<file path="src/rtl/sram_march_bist_ctrl_if.sv">
// BIST port bundle between the March C- controller (master) and the SRAM macro (slave).
// Latency: none, plain wires; all controller-side outputs are registered in the controller.
// Backpressure: none, the macro accepts one operation per A_BIST_CLK cycle.
interface sram_march_bist_ctrl_if #(
  parameter int ADDR_W = 6,
  parameter int DATA_W = 64
);
  logic              A_BIST_EN;
  logic              A_BIST_MEN;
  logic              A_BIST_WEN;
  logic              A_BIST_REN;
  logic [ADDR_W-1:0] A_BIST_ADDR;
  logic [DATA_W-1:0] A_BIST_DIN;
  logic [DATA_W-1:0] A_BIST_BM;
  logic [DATA_W-1:0] A_DOUT;

  modport master (
    output A_BIST_EN, A_BIST_MEN, A_BIST_WEN, A_BIST_REN,
    output A_BIST_ADDR, A_BIST_DIN, A_BIST_BM,
    input  A_DOUT
  );

  modport slave (
    input  A_BIST_EN, A_BIST_MEN, A_BIST_WEN, A_BIST_REN,
    input  A_BIST_ADDR, A_BIST_DIN, A_BIST_BM,
    output A_DOUT
  );
endinterface

</file>
<file path="src/rtl/sram_march_bist_ctrl.sv">
// March C- BIST controller for the 64x64 single-port SRAM BIST port; BIST_DIAG_EN adds first-fail diagnostics.
// Latency: one macro op per cycle starting the cycle after START; DONE rises RD_LAT cycles after the last op.
// Backpressure: none; the macro takes an op every cycle and START is ignored while BUSY.
module sram_march_bist_ctrl #(
  parameter int                ADDR_W  = 6,
  parameter int                DATA_W  = 64,
  parameter int                RD_LAT  = 1,
  parameter logic [DATA_W-1:0] DATA_BG = {DATA_W{1'b0}}
) (
  input  logic                   A_BIST_CLK,
  input  logic                   A_BIST_RST,
  input  logic                   START,
  sram_march_bist_ctrl_if.master bist,
  output logic                   BUSY,
  output logic                   DONE,
  output logic                   FAIL,
  output logic [ADDR_W-1:0]      FAIL_ADDR,
  output logic [2:0]             FAIL_ELEM,
  output logic [15:0]            FAIL_CNT
);

  typedef enum logic [1:0] {S_IDLE, S_RUN, S_DRAIN, S_FINISH} state_t;

  // One in-flight read awaiting its A_DOUT compare.
  typedef struct packed {
    logic              vld;
    logic [DATA_W-1:0] exp;
`ifdef BIST_DIAG_EN
    logic [ADDR_W-1:0] addr;
    logic [2:0]        elem;
`endif
  } cmp_t;

  // M1..M4 are read-then-write elements (two ops per address).
  function automatic logic elem_two_op(input logic [2:0] e);
    return (e >= 3'd1) && (e <= 3'd4);
  endfunction

  // M0 is write-only, M5 read-only, M1..M4 read on their first phase.
  function automatic logic op_is_read(input logic [2:0] e, input logic ph);
    if (e == 3'd0) return 1'b0;
    if (e == 3'd5) return 1'b1;
    return !ph;
  endfunction

  // Reads expect "1" in M2 and M4; writes store "1" in M1 and M3.
  function automatic logic read_val(input logic [2:0] e);
    return (e == 3'd2) || (e == 3'd4);
  endfunction

  function automatic logic write_val(input logic [2:0] e);
    return (e == 3'd1) || (e == 3'd3);
  endfunction

  function automatic logic [DATA_W-1:0] pattern(input logic v);
    return v ? ~DATA_BG : DATA_BG;
  endfunction

  // M3..M5 walk downwards; inverting the index gives top-to-bottom order.
  function automatic logic [ADDR_W-1:0] addr_of(input logic [2:0] e, input logic [ADDR_W-1:0] idx);
    return (e >= 3'd3) ? ~idx : idx;
  endfunction

  state_t            state_q, state_d;
  logic [2:0]        elem_q, elem_d;
  logic [ADDR_W-1:0] idx_q, idx_d;
  logic              ph_q, ph_d;
  logic [1:0]        drain_q, drain_d;
  logic              start_clr;

  logic              en_q, en_d;
  logic              men_q, men_d;
  logic              wen_q, wen_d;
  logic              ren_q, ren_d;
  logic [ADDR_W-1:0] addr_q, addr_d;
  logic [DATA_W-1:0] din_q, din_d;
  logic [DATA_W-1:0] bm_q, bm_d;
  logic              busy_q, busy_d;
  logic              done_q, done_d;
  logic              fail_q, fail_d;

  cmp_t              pipe_q [RD_LAT];
  cmp_t              pipe_d [RD_LAT];
  cmp_t              head;
  logic              miscmp;

`ifdef BIST_DIAG_EN
  logic [ADDR_W-1:0] fail_addr_q, fail_addr_d;
  logic [2:0]        fail_elem_q, fail_elem_d;
  logic [15:0]       fail_cnt_q, fail_cnt_d;
`endif

  // Sequencer: walks M0..M5 one op per cycle, then drains the compare pipe.
  always_comb begin
    state_d   = state_q;
    elem_d    = elem_q;
    idx_d     = idx_q;
    ph_d      = ph_q;
    drain_d   = drain_q;
    done_d    = done_q;
    start_clr = 1'b0;
    case (state_q)
      S_IDLE, S_FINISH: begin
        if (START) begin
          state_d   = S_RUN;
          elem_d    = 3'd0;
          idx_d     = '0;
          ph_d      = 1'b0;
          done_d    = 1'b0;
          start_clr = 1'b1;
        end
      end
      S_RUN: begin
        if (elem_two_op(elem_q) && !ph_q) begin
          ph_d = 1'b1;
        end else begin
          ph_d = 1'b0;
          if (idx_q == '1) begin
            idx_d = '0;
            if (elem_q == 3'd5) begin
              state_d = S_DRAIN;
              drain_d = 2'd0;
            end else begin
              elem_d = elem_q + 3'd1;
            end
          end else begin
            idx_d = idx_q + 1'b1;
          end
        end
      end
      S_DRAIN: begin
        if (drain_q == 2'(RD_LAT - 1)) begin
          state_d = S_FINISH;
          done_d  = 1'b1;
        end else begin
          drain_d = drain_q + 2'd1;
        end
      end
      default: state_d = S_IDLE;
    endcase

    // Bus outputs are registered from the op the sequencer moves to.
    men_d  = (state_d == S_RUN);
    ren_d  = men_d && op_is_read(elem_d, ph_d);
    wen_d  = men_d && !op_is_read(elem_d, ph_d);
    addr_d = men_d ? addr_of(elem_d, idx_d) : '0;
    din_d  = wen_d ? pattern(write_val(elem_d)) : '0;
    bm_d   = wen_d ? '1 : '0;
    busy_d = (state_d == S_RUN) || (state_d == S_DRAIN);
    en_d   = busy_d;
  end

  assign head   = pipe_q[RD_LAT-1];
  assign miscmp = head.vld && (bist.A_DOUT != head.exp);

  // Compare pipe and sticky status: the read on the bus now is checked RD_LAT cycles later.
  always_comb begin
    pipe_d[0].vld = ren_q;
    pipe_d[0].exp = pattern(read_val(elem_q));
`ifdef BIST_DIAG_EN
    pipe_d[0].addr = addr_q;
    pipe_d[0].elem = elem_q;
`endif
    for (int i = 1; i < RD_LAT; i++) begin
      pipe_d[i] = pipe_q[i-1];
    end

    fail_d = fail_q;
    if (start_clr)   fail_d = 1'b0;
    else if (miscmp) fail_d = 1'b1;

`ifdef BIST_DIAG_EN
    fail_addr_d = fail_addr_q;
    fail_elem_d = fail_elem_q;
    fail_cnt_d  = fail_cnt_q;
    if (start_clr) begin
      fail_addr_d = '0;
      fail_elem_d = '0;
      fail_cnt_d  = '0;
    end else if (miscmp) begin
      if (fail_cnt_q != 16'hFFFF) fail_cnt_d = fail_cnt_q + 16'd1;
      if (!fail_q) begin
        fail_addr_d = head.addr;
        fail_elem_d = head.elem;
      end
    end
`endif
  end

  // State, bus and status registers; reset aborts any run and drops pending compares.
  always_ff @(posedge A_BIST_CLK) begin
    if (A_BIST_RST) begin
      state_q <= S_IDLE;
      elem_q  <= '0;
      idx_q   <= '0;
      ph_q    <= 1'b0;
      drain_q <= '0;
      en_q    <= 1'b0;
      men_q   <= 1'b0;
      wen_q   <= 1'b0;
      ren_q   <= 1'b0;
      addr_q  <= '0;
      din_q   <= '0;
      bm_q    <= '0;
      busy_q  <= 1'b0;
      done_q  <= 1'b0;
      fail_q  <= 1'b0;
      for (int i = 0; i < RD_LAT; i++) pipe_q[i] <= '0;
`ifdef BIST_DIAG_EN
      fail_addr_q <= '0;
      fail_elem_q <= '0;
      fail_cnt_q  <= '0;
`endif
    end else begin
      state_q <= state_d;
      elem_q  <= elem_d;
      idx_q   <= idx_d;
      ph_q    <= ph_d;
      drain_q <= drain_d;
      en_q    <= en_d;
      men_q   <= men_d;
      wen_q   <= wen_d;
      ren_q   <= ren_d;
      addr_q  <= addr_d;
      din_q   <= din_d;
      bm_q    <= bm_d;
      busy_q  <= busy_d;
      done_q  <= done_d;
      fail_q  <= fail_d;
      for (int i = 0; i < RD_LAT; i++) pipe_q[i] <= pipe_d[i];
`ifdef BIST_DIAG_EN
      fail_addr_q <= fail_addr_d;
      fail_elem_q <= fail_elem_d;
      fail_cnt_q  <= fail_cnt_d;
`endif
    end
  end

  assign bist.A_BIST_EN   = en_q;
  assign bist.A_BIST_MEN  = men_q;
  assign bist.A_BIST_WEN  = wen_q;
  assign bist.A_BIST_REN  = ren_q;
  assign bist.A_BIST_ADDR = addr_q;
  assign bist.A_BIST_DIN  = din_q;
  assign bist.A_BIST_BM   = bm_q;
  assign BUSY             = busy_q;
  assign DONE             = done_q;
  assign FAIL             = fail_q;

`ifdef BIST_DIAG_EN
  assign FAIL_ADDR = fail_addr_q;
  assign FAIL_ELEM = fail_elem_q;
  assign FAIL_CNT  = fail_cnt_q;
`else
  assign FAIL_ADDR = '0;
  assign FAIL_ELEM = '0;
  assign FAIL_CNT  = '0;
`endif

endmodule

</file>
<file path="src/flat_wrapper.sv">
// flat-port wrapper written by rule: the top's interface ports become plain ports
module sram_march_bist_ctrl_flat 
#(
  parameter int                ADDR_W  = 6,
  parameter int                DATA_W  = 64,
  parameter int                RD_LAT  = 1,
  parameter logic [DATA_W-1:0] DATA_BG = {DATA_W{1'b0}}
)
  (A_BIST_CLK, A_BIST_RST, START, BUSY, DONE, FAIL, FAIL_ADDR, FAIL_ELEM, FAIL_CNT, bist_A_BIST_EN, bist_A_BIST_MEN, bist_A_BIST_WEN, bist_A_BIST_REN, bist_A_BIST_ADDR, bist_A_BIST_DIN, bist_A_BIST_BM, bist_A_DOUT);
  sram_march_bist_ctrl_if #(.ADDR_W(ADDR_W), .DATA_W(DATA_W)) bist_i ();
  input  logic A_BIST_CLK;
  input  logic A_BIST_RST;
  input  logic START;
  output logic BUSY;
  output logic DONE;
  output logic FAIL;
  output logic [ADDR_W-1:0] FAIL_ADDR;
  output logic [2:0] FAIL_ELEM;
  output logic [15:0] FAIL_CNT;
  output wire logic [$bits(bist_i.A_BIST_EN)-1:0] bist_A_BIST_EN;
  output wire logic [$bits(bist_i.A_BIST_MEN)-1:0] bist_A_BIST_MEN;
  output wire logic [$bits(bist_i.A_BIST_WEN)-1:0] bist_A_BIST_WEN;
  output wire logic [$bits(bist_i.A_BIST_REN)-1:0] bist_A_BIST_REN;
  output wire logic [$bits(bist_i.A_BIST_ADDR)-1:0] bist_A_BIST_ADDR;
  output wire logic [$bits(bist_i.A_BIST_DIN)-1:0] bist_A_BIST_DIN;
  output wire logic [$bits(bist_i.A_BIST_BM)-1:0] bist_A_BIST_BM;
  input wire logic [$bits(bist_i.A_DOUT)-1:0] bist_A_DOUT;
  assign bist_A_BIST_EN = bist_i.A_BIST_EN;
  assign bist_A_BIST_MEN = bist_i.A_BIST_MEN;
  assign bist_A_BIST_WEN = bist_i.A_BIST_WEN;
  assign bist_A_BIST_REN = bist_i.A_BIST_REN;
  assign bist_A_BIST_ADDR = bist_i.A_BIST_ADDR;
  assign bist_A_BIST_DIN = bist_i.A_BIST_DIN;
  assign bist_A_BIST_BM = bist_i.A_BIST_BM;
  assign bist_i.A_DOUT = bist_A_DOUT;
  sram_march_bist_ctrl #(.ADDR_W(ADDR_W), .DATA_W(DATA_W), .RD_LAT(RD_LAT), .DATA_BG(DATA_BG)) u_core (.A_BIST_CLK(A_BIST_CLK), .A_BIST_RST(A_BIST_RST), .START(START), .bist(bist_i), .BUSY(BUSY), .DONE(DONE), .FAIL(FAIL), .FAIL_ADDR(FAIL_ADDR), .FAIL_ELEM(FAIL_ELEM), .FAIL_CNT(FAIL_CNT));
endmodule
</file>
<file path="config.mk">
export PLATFORM = sky130hd
export DESIGN_NAME = sram_march_bist_ctrl_flat
export DESIGN_NICKNAME = d
export VERILOG_FILES = /design/src/rtl/sram_march_bist_ctrl_if.sv /design/src/rtl/sram_march_bist_ctrl.sv /design/src/flat_wrapper.sv
export SDC_FILE = /design/constraint.sdc
export NUM_CORES = 1
export LEC_CHECK = 0
export BUFFER_PORTS_ARGS = -buffer_cell sky130_fd_sc_hd__buf_2
export CAP_MARGIN = 20
export CORE_UTILIZATION = 37
export CTS_CLUSTER_DIAMETER = 200
export CTS_CLUSTER_SIZE = 12
export DETAILED_ROUTE_END_ITERATION = 10
export PLACE_DENSITY = 0.78
export SLEW_MARGIN = 20
export SYNTH_ARGS = -nofsm -noshare
export SYNTH_HDL_FRONTEND = slang
export SYNTH_SLANG_ARGS = --single-unit
</file>
<file path="constraint.sdc">
create_clock -name A_BIST_CLK -period 2.7 [get_ports A_BIST_CLK]
set_input_delay 0.27 -clock A_BIST_CLK [delete_from_list [all_inputs] [get_ports A_BIST_CLK]]
set_output_delay 0.27 -clock A_BIST_CLK [all_outputs]
set_load 0.05 [all_outputs]
</file>
# Yosys cells after proc, flatten, opt, wreduce, memory -nomap -nowiden
# Memories as Yosys holds them, arrays and structs flattened.
# Cells that the tools add are included.
# classes
reduce_logical	23
bitwise	3
magnitude_cmp	3
n_eq_ne	19
addsub	3
muxes	44
# ops
operator	n
64-bit two-way mux	3
65-bit two-way mux	1
65-bit OR reduction	1
64-bit != test	1
6-bit two-way mux	4
2-bit two-way mux	9
1-bit two-way mux	17
3-bit two-way mux	4
6-bit one-hot mux with 2 select lines	1
3-bit == test (second input constant)	3
2-bit OR reduction	4
6-bit by 1-bit adder with 6-bit output (second input constant)	1
2-bit == test (second input constant)	3
3-bit by 2-bit == test with 1-bit output (second input constant)	2
6-bit == test (second input constant)	1
2-bit by 1-bit != test with 1-bit output (second input constant)	3
2-bit != test (second input constant)	3
6-bit inverter	1
2-bit one-hot mux with 3 select lines	1
3-bit one-hot mux with 2 select lines	1
1-bit logical AND	5
5-bit AND reduction	1
2-bit by 1-bit == test with 1-bit output (second input constant)	2
2-bit zero test	2
other kinds (14)	21
# word_totals
output_inout_bits	166
register_bits	154
input_bits	67
n_memories	1
mem_bits_rw	65
wordCells	110
# mem_list
memory	words	word_bits	read_ports	rd_clocked_by_memory_dff	wr	line_no	rtl
u_core.pipe_q	1	65	1	0	1	sram_march_bist_ctrl.sv:82	cmp_t pipe_q [RD_LAT];

# Logic depth before layout (Yosys ltp)
# depth
word_depth	14
mapped_depth	13
ltp_nobuf	12

# Worst setup path before layout
# OpenSTA, ideal clock, no wires.
# synth_path
kind	reg-to-reg
startpoint	register u_core.elem_q[1]
endpoint	register u_core.ren_q (netlist: u_core.bist.A_BIST_REN)
path_slack_ps	149
arrival_time_ps	2434
setup_time_ps	117
synth_period_minus_slack_ps	2551
n_path_buf	1
path_stages_with_launch	13
required_time_ps	2583
cell_sequence	dfxtp_1 -> inv_1 -> ha_1 -> nor4_4 -> o311ai_4 -> or2_1 -> a311oi_1 -> a21oi_1 -> ha_1 -> or2b_2 -> buf_6 -> inv_1 -> a22o_1
# synth_via
word_cells_on_any_way	28
cone_classes	add/sub (1); order compare (2); eq/ne (3); mux (17); reduce/logical (5)
# synth_lines
element	line_no	rtl
start, declared	sram_march_bist_ctrl.sv:65	logic [2:0] elem_q, elem_d;
start signal, assigned	sram_march_bist_ctrl.sv:216	elem_q <= elem_d;
3-bit by 1-bit >= comparator with 1-bit output, or another cell as far along	sram_march_bist_ctrl.sv:36	return (e >= 3'd1) && (e <= 3'd4);
1-bit logical AND / 2-bit two-way mux (equally long branches)	sram_march_bist_ctrl.sv:36, sram_march_bist_ctrl.sv:120	
1-bit logical AND / 2-bit two-way mux (equally long branches)	sram_march_bist_ctrl.sv:114, sram_march_bist_ctrl.sv:118	
2-bit two-way mux *	sram_march_bist_ctrl.sv:114	if (elem_two_op(elem_q) && !ph_q) begin
2-bit one-hot mux with 3 select lines *	sram_march_bist_ctrl.sv:102	case (state_q)
named net u_core.state_d[0]	sram_march_bist_ctrl.sv:64	state_t state_q, state_d;
2-bit by 1-bit == test with 1-bit output *	sram_march_bist_ctrl.sv:143	men_d = (state_d == S_RUN);
named net u_core.men_d	sram_march_bist_ctrl.sv:72	logic men_q, men_d;
1-bit logical AND *	sram_march_bist_ctrl.sv:144	ren_d = men_d && op_is_read(elem_d, ph_d);
end signal, assigned	sram_march_bist_ctrl.sv:223	ren_q <= ren_d;
end, declared	sram_march_bist_ctrl.sv:74	logic ren_q, ren_d;
# The timed path passes the listed nets; every way through them passes the cells marked *. The select of a mux whose other input is x is not followed.
# A chain may end at the register's enable or synchronous reset.

# Worst setup path after layout
# layout_path
startpoint	register u_core.elem_q[0]
endpoint	register u_core.addr_q[3] (netlist: u_core.bist.A_BIST_ADDR[3])
# layout_via
elab_chain_cells	8
word_cells_on_any_way	23
cone_classes	add/sub (1); order compare (3); eq/ne (2); mux (12); bitwise (2); reduce/logical (3)
# layout_rtl
element	line_no	rtl
3-bit by 1-bit >= comparator with 1-bit output, or another cell as far along	sram_march_bist_ctrl.sv:36	
1-bit logical AND / 2-bit two-way mux (equally long branches)	sram_march_bist_ctrl.sv:36, sram_march_bist_ctrl.sv:120	
1-bit logical AND / 2-bit two-way mux (equally long branches)	sram_march_bist_ctrl.sv:114, sram_march_bist_ctrl.sv:118	
2-bit two-way mux *	sram_march_bist_ctrl.sv:114	
2-bit one-hot mux with 3 select lines *	sram_march_bist_ctrl.sv:102	
named net u_core.state_d[0]	sram_march_bist_ctrl.sv:64	
2-bit by 1-bit == test with 1-bit output *	sram_march_bist_ctrl.sv:143	
named net u_core.men_d	sram_march_bist_ctrl.sv:72	
1-bit inverter (no source line) *	--	
2-bit OR reduction (no source line) *	--	
end signal, assigned	sram_march_bist_ctrl.sv:224	addr_q <= addr_d;
end, declared	sram_march_bist_ctrl.sv:75	logic [ADDR_W-1:0] addr_q, addr_d;
# The timed path passes the listed nets; every way through them passes the cells marked *.

==> summary.md <==
• status: complete, no violations
• placed cell count: 590
• critical setup path kind: reg2reg
• DRC: 0
• startpoint of the tightest hold check path: START
• worst flop-to-flop path endpoint: u_core.bist.A_BIST_ADDR[3]
• Critical R2R Launch: u_core.elem_q[0]
• clock tree from TritonCTS: yes
• Total Routing Usage GR: 16.19%
• final weighted congestion in routability-driven placement: 0.8370
• synth unique cells: 57
• PortBufs: 207
• number of global-route vias before repair: 2251
• largest clock skew in the final design: 0.004997 ns
• clock latency at the later pin of the worst-skew pair: 0.28 ns
• number of buffers on the longest clock path: 2
• FF-to-FF setup slack: 0.11 ns
• final standard cell utilization of the core: 40.49%
• average cell area after synthesis: 7.666 sq um
• via/cell ratio: 4.699
• R2R cell count: 11
• ordered list of cells on the worst path: inv_1 > ha_1 > and2b_2 > o311ai_4 > or2_1 > a311oi_1 > a21oi_1 > ha_1 > or2b_2 > buf_4 > a21oi_1
• filler cell count in the final layout: 874
• gr ovfl total: 0
• io pins: 233
• worst hold path cell count: 2
• launching element type of the critical path: register
• starting DRC count in detailed routing: 182
• maximum number of pins on one net before global-route repair: 66
• gate count after technology mapping: 409
• fraction of final layout cells sized beyond drive strength 1: 49.09%
• type of the most critical hold path: in2reg
• clock-pin slew reported for the worst setup and hold paths after clock tree synthesis: 0.06 ns
• area growth from synthesis to layout: 6.105%
• Pwr per Cell Area: 482.3 nW/um^2
• Total Wirelength: 7.569 mm
• cell area after synthesis: 3136 sq um
• critical path's slowest cell: sky130_fd_sc_hd__or2b_2
• Max-cap violations: 0
• Hold WS: 0.2510 ns
• iteration count of the initial detailed-routing pass: 4
• effective utilization at floorplan: 38.16%
• clock buffers created by TritonCTS: 5
• Antenna Cells: 0
• Post-CTS Repair Setup Buffers: 0
• post-synthesis sequential area ratio: 18.52%
• worst hold endpoint: u_core.FAIL
• Die X: 94.06 um
• TritonCTS Sinks: 29
• clock period minus final worst setup slack: 2.593 ns
• worst slew pin tran: 0.7185 ns
• wire length of the first global-routing pass: 11.02 mm
• f_max: 0.3856 GHz
• half-perimeter wire length after placement: 6.262 mm
• area of the core: 8217 sq um
• number of synthesis warnings: 0
• register bit count reported by yosys: 29
• overall power of the completed layout: 1.604 mW
• relative max-transition margin: 52.03%
• clock tree root buffer cell: sky130_fd_sc_hd__clkbuf_8
• area enclosed by the die boundary: 8846 sq um
• peak fanout along the critical path: 7
• total number of nets in the final design: 568
• aggregate negative setup slack: 0 ns
• element type at the critical path end: register
• Async S/R FF share, synth: 0%
• number of vias in the routed layout: 2810
• number of standard cells in the layout, taps in and fillers out: 598
• final-report hold violation count: 0
• maximum resistive drop on vdd: 0.0003437 V
• final critical-path share of the clock period: 96.05%
• standard-cell row count: 33
• signal arrival time at the worst endpoint: 2.80 ns
• slowest cell delay on critical path: 0.34 ns
• Antenna Nets Post-Route: 0
• setup repair after global routing missed its margin: false
• required time of the critical path: 2.90 ns
• initial antenna violation count: 0
• Setup-failing EPs final: 0
• most instantiated flip-flop cell in the synthesis netlist: sky130_fd_sc_hd__dfxtp_1
• number of enable-type register cells in the synthesized netlist: 0
• Slew Viols, Final: 0
• standby leakage power: 1.784 nW
• maximum level of the CTS H-tree: 2
• routed len/inst: 12.66 um
• vertical die dimension: 94.06 um
==> layer usage <==
layer,routed length [um],track usage [%],up-vias
met5,0,0,-
met1,3516,22.22,1260
met2,3608,26.64,139
met3,402,2.589,7
met4,42,3.205,0
li1,-,-,1404
==> worst max-delay path by stage <==
stage               cells after the start                         end             start
floorplan                              12      u_core.bist.A_BIST_REN  u_core.elem_q[1]
global placement                       11  u_core.bist.A_BIST_DIN[62]  u_core.elem_q[0]
detailed placement                     11  u_core.bist.A_BIST_DIN[62]  u_core.elem_q[0]
CTS                                    11  u_core.bist.A_BIST_DIN[62]  u_core.elem_q[0]
global route                           11  u_core.bist.A_BIST_DIN[62]  u_core.elem_q[0]
finish                                 11  u_core.bist.A_BIST_ADDR[3]  u_core.elem_q[0]
==> cell families after synthesis <==
group / Yosys count / synth area share, %
compound gates: 66 / 15.28
other cells: 1 / 0.1196
buf+inv: 174 / 40.10
mux: 3 / 0.9976
flops: 29 / 18.52
simple gates: 127 / 21.39
fa+ha+maj: 9 / 3.591
==> metrics by stage <==
stage	instance area [sq um]	setup WS (ns)
2_1_floorplan	3226	0.1489
3_3_place_gp	3244	0.2226
3_5_place_dp	3244	0.08852
4_1_cts	3327	0.06237
5_1_grt	3327	0.004749
6_report	3327	0.1065
==> timing repair <==
item,in CTS,in global routing
setup endpoints to repair,0,2
hold buffers,0,0
gates resized for setup,0,1
==> area by class of cell <==
type,count,area [sq um],share of cell area [%]
Timing Repair Buffer,217,1111,33.40
Multi-Input combinational cell,230,1388,41.71
Clock inverter,2,10.01,0.3009
Clock buffer,6,72.57,2.181
Tap cell,105,131.4,3.949
Inverter,9,33.78,1.015
Sequential cell,29,580.6,17.45
==> registers in the layout (all words and copies together), names as in the netlist, 2 cells and up <==
| signal | cells |
|---|---|
| u_core.idx_q | 6 |
| u_core.pipe_q | 2 |
| u_core.elem_q | 3 |
| u_core.bist.A_BIST_ADDR | 6 |
| u_core.state_q | 2 |
| u_core.drain_q | 2 |
==> power by group <==
group / switching [mW] / internal [mW] / total (mW)
clock network: 0.164 / 0.178 / 0.342
logic: 0.659 / 0.160 / 0.819
registers: 0.00571 / 0.438 / 0.444
total: 0.829 / 0.775 / 1.60
==> synthesized netlist by cell type (2+ instances only) <==
| master | number | area share, % |
|---|---|---|
| sky130_fd_sc_hd__buf_4 | 155 | 37 |
| sky130_fd_sc_hd__dfxtp_1 | 29 | 19 |
| sky130_fd_sc_hd__nor2_1 | 28 | 3.4 |
| sky130_fd_sc_hd__nand2_1 | 20 | 2.4 |
| sky130_fd_sc_hd__nor3_1 | 19 | 3.0 |
| sky130_fd_sc_hd__a21oi_1 | 17 | 2.7 |
| sky130_fd_sc_hd__o21ai_0 | 14 | 2.2 |
| sky130_fd_sc_hd__nand3_1 | 13 | 2.1 |
| sky130_fd_sc_hd__ha_1 | 9 | 3.6 |
| sky130_fd_sc_hd__inv_1 | 9 | 1.1 |
| sky130_fd_sc_hd__nor4_1 | 9 | 1.8 |
| sky130_fd_sc_hd__or3_1 | 9 | 1.8 |
| sky130_fd_sc_hd__a31oi_1 | 8 | 1.6 |
| sky130_fd_sc_hd__nand4_1 | 8 | 1.6 |
| sky130_fd_sc_hd__clkbuf_1 | 7 | 0.84 |
| sky130_fd_sc_hd__nor2b_1 | 5 | 1.0 |
| sky130_fd_sc_hd__buf_6 | 3 | 1.1 |
| sky130_fd_sc_hd__a21o_1 | 2 | 0.48 |
| sky130_fd_sc_hd__and3_2 | 2 | 0.48 |
| sky130_fd_sc_hd__mux2i_1 | 2 | 0.64 |
| sky130_fd_sc_hd__nand2b_1 | 2 | 0.40 |
| sky130_fd_sc_hd__o21ai_1 | 2 | 0.32 |
| sky130_fd_sc_hd__o22ai_1 | 2 | 0.40 |
| sky130_fd_sc_hd__or4_1 | 2 | 0.48 |
==> layout by cell type (no fill, tap or decap), types with 9 or more instances in the layout <==
cell type,instances
sky130_fd_sc_hd__buf_2,207
sky130_fd_sc_hd__dfxtp_1,29
sky130_fd_sc_hd__nor2_1,28
sky130_fd_sc_hd__conb_1,25
sky130_fd_sc_hd__nand2_1,20
sky130_fd_sc_hd__nor3_1,19
sky130_fd_sc_hd__a21oi_1,17
sky130_fd_sc_hd__o21ai_0,13
sky130_fd_sc_hd__nand3_1,13
sky130_fd_sc_hd__buf_4,10
sky130_fd_sc_hd__inv_1,9
sky130_fd_sc_hd__or3_1,9
sky130_fd_sc_hd__nor4_1,9
sky130_fd_sc_hd__ha_1,9
==> worst max-delay path: cells and delay by family, from the launching register on <==
family / cells / cell delay, ns
and+or+nand+nor: 3 / 0.78
buffers and inverters: 2 / 0.32
AOI/OAI and AO/OA: 4 / 0.69
DFF: 1 / 0.33
adders and majority gates: 2 / 0.40
Note: power is estimated with default switching activity, not from simulation.
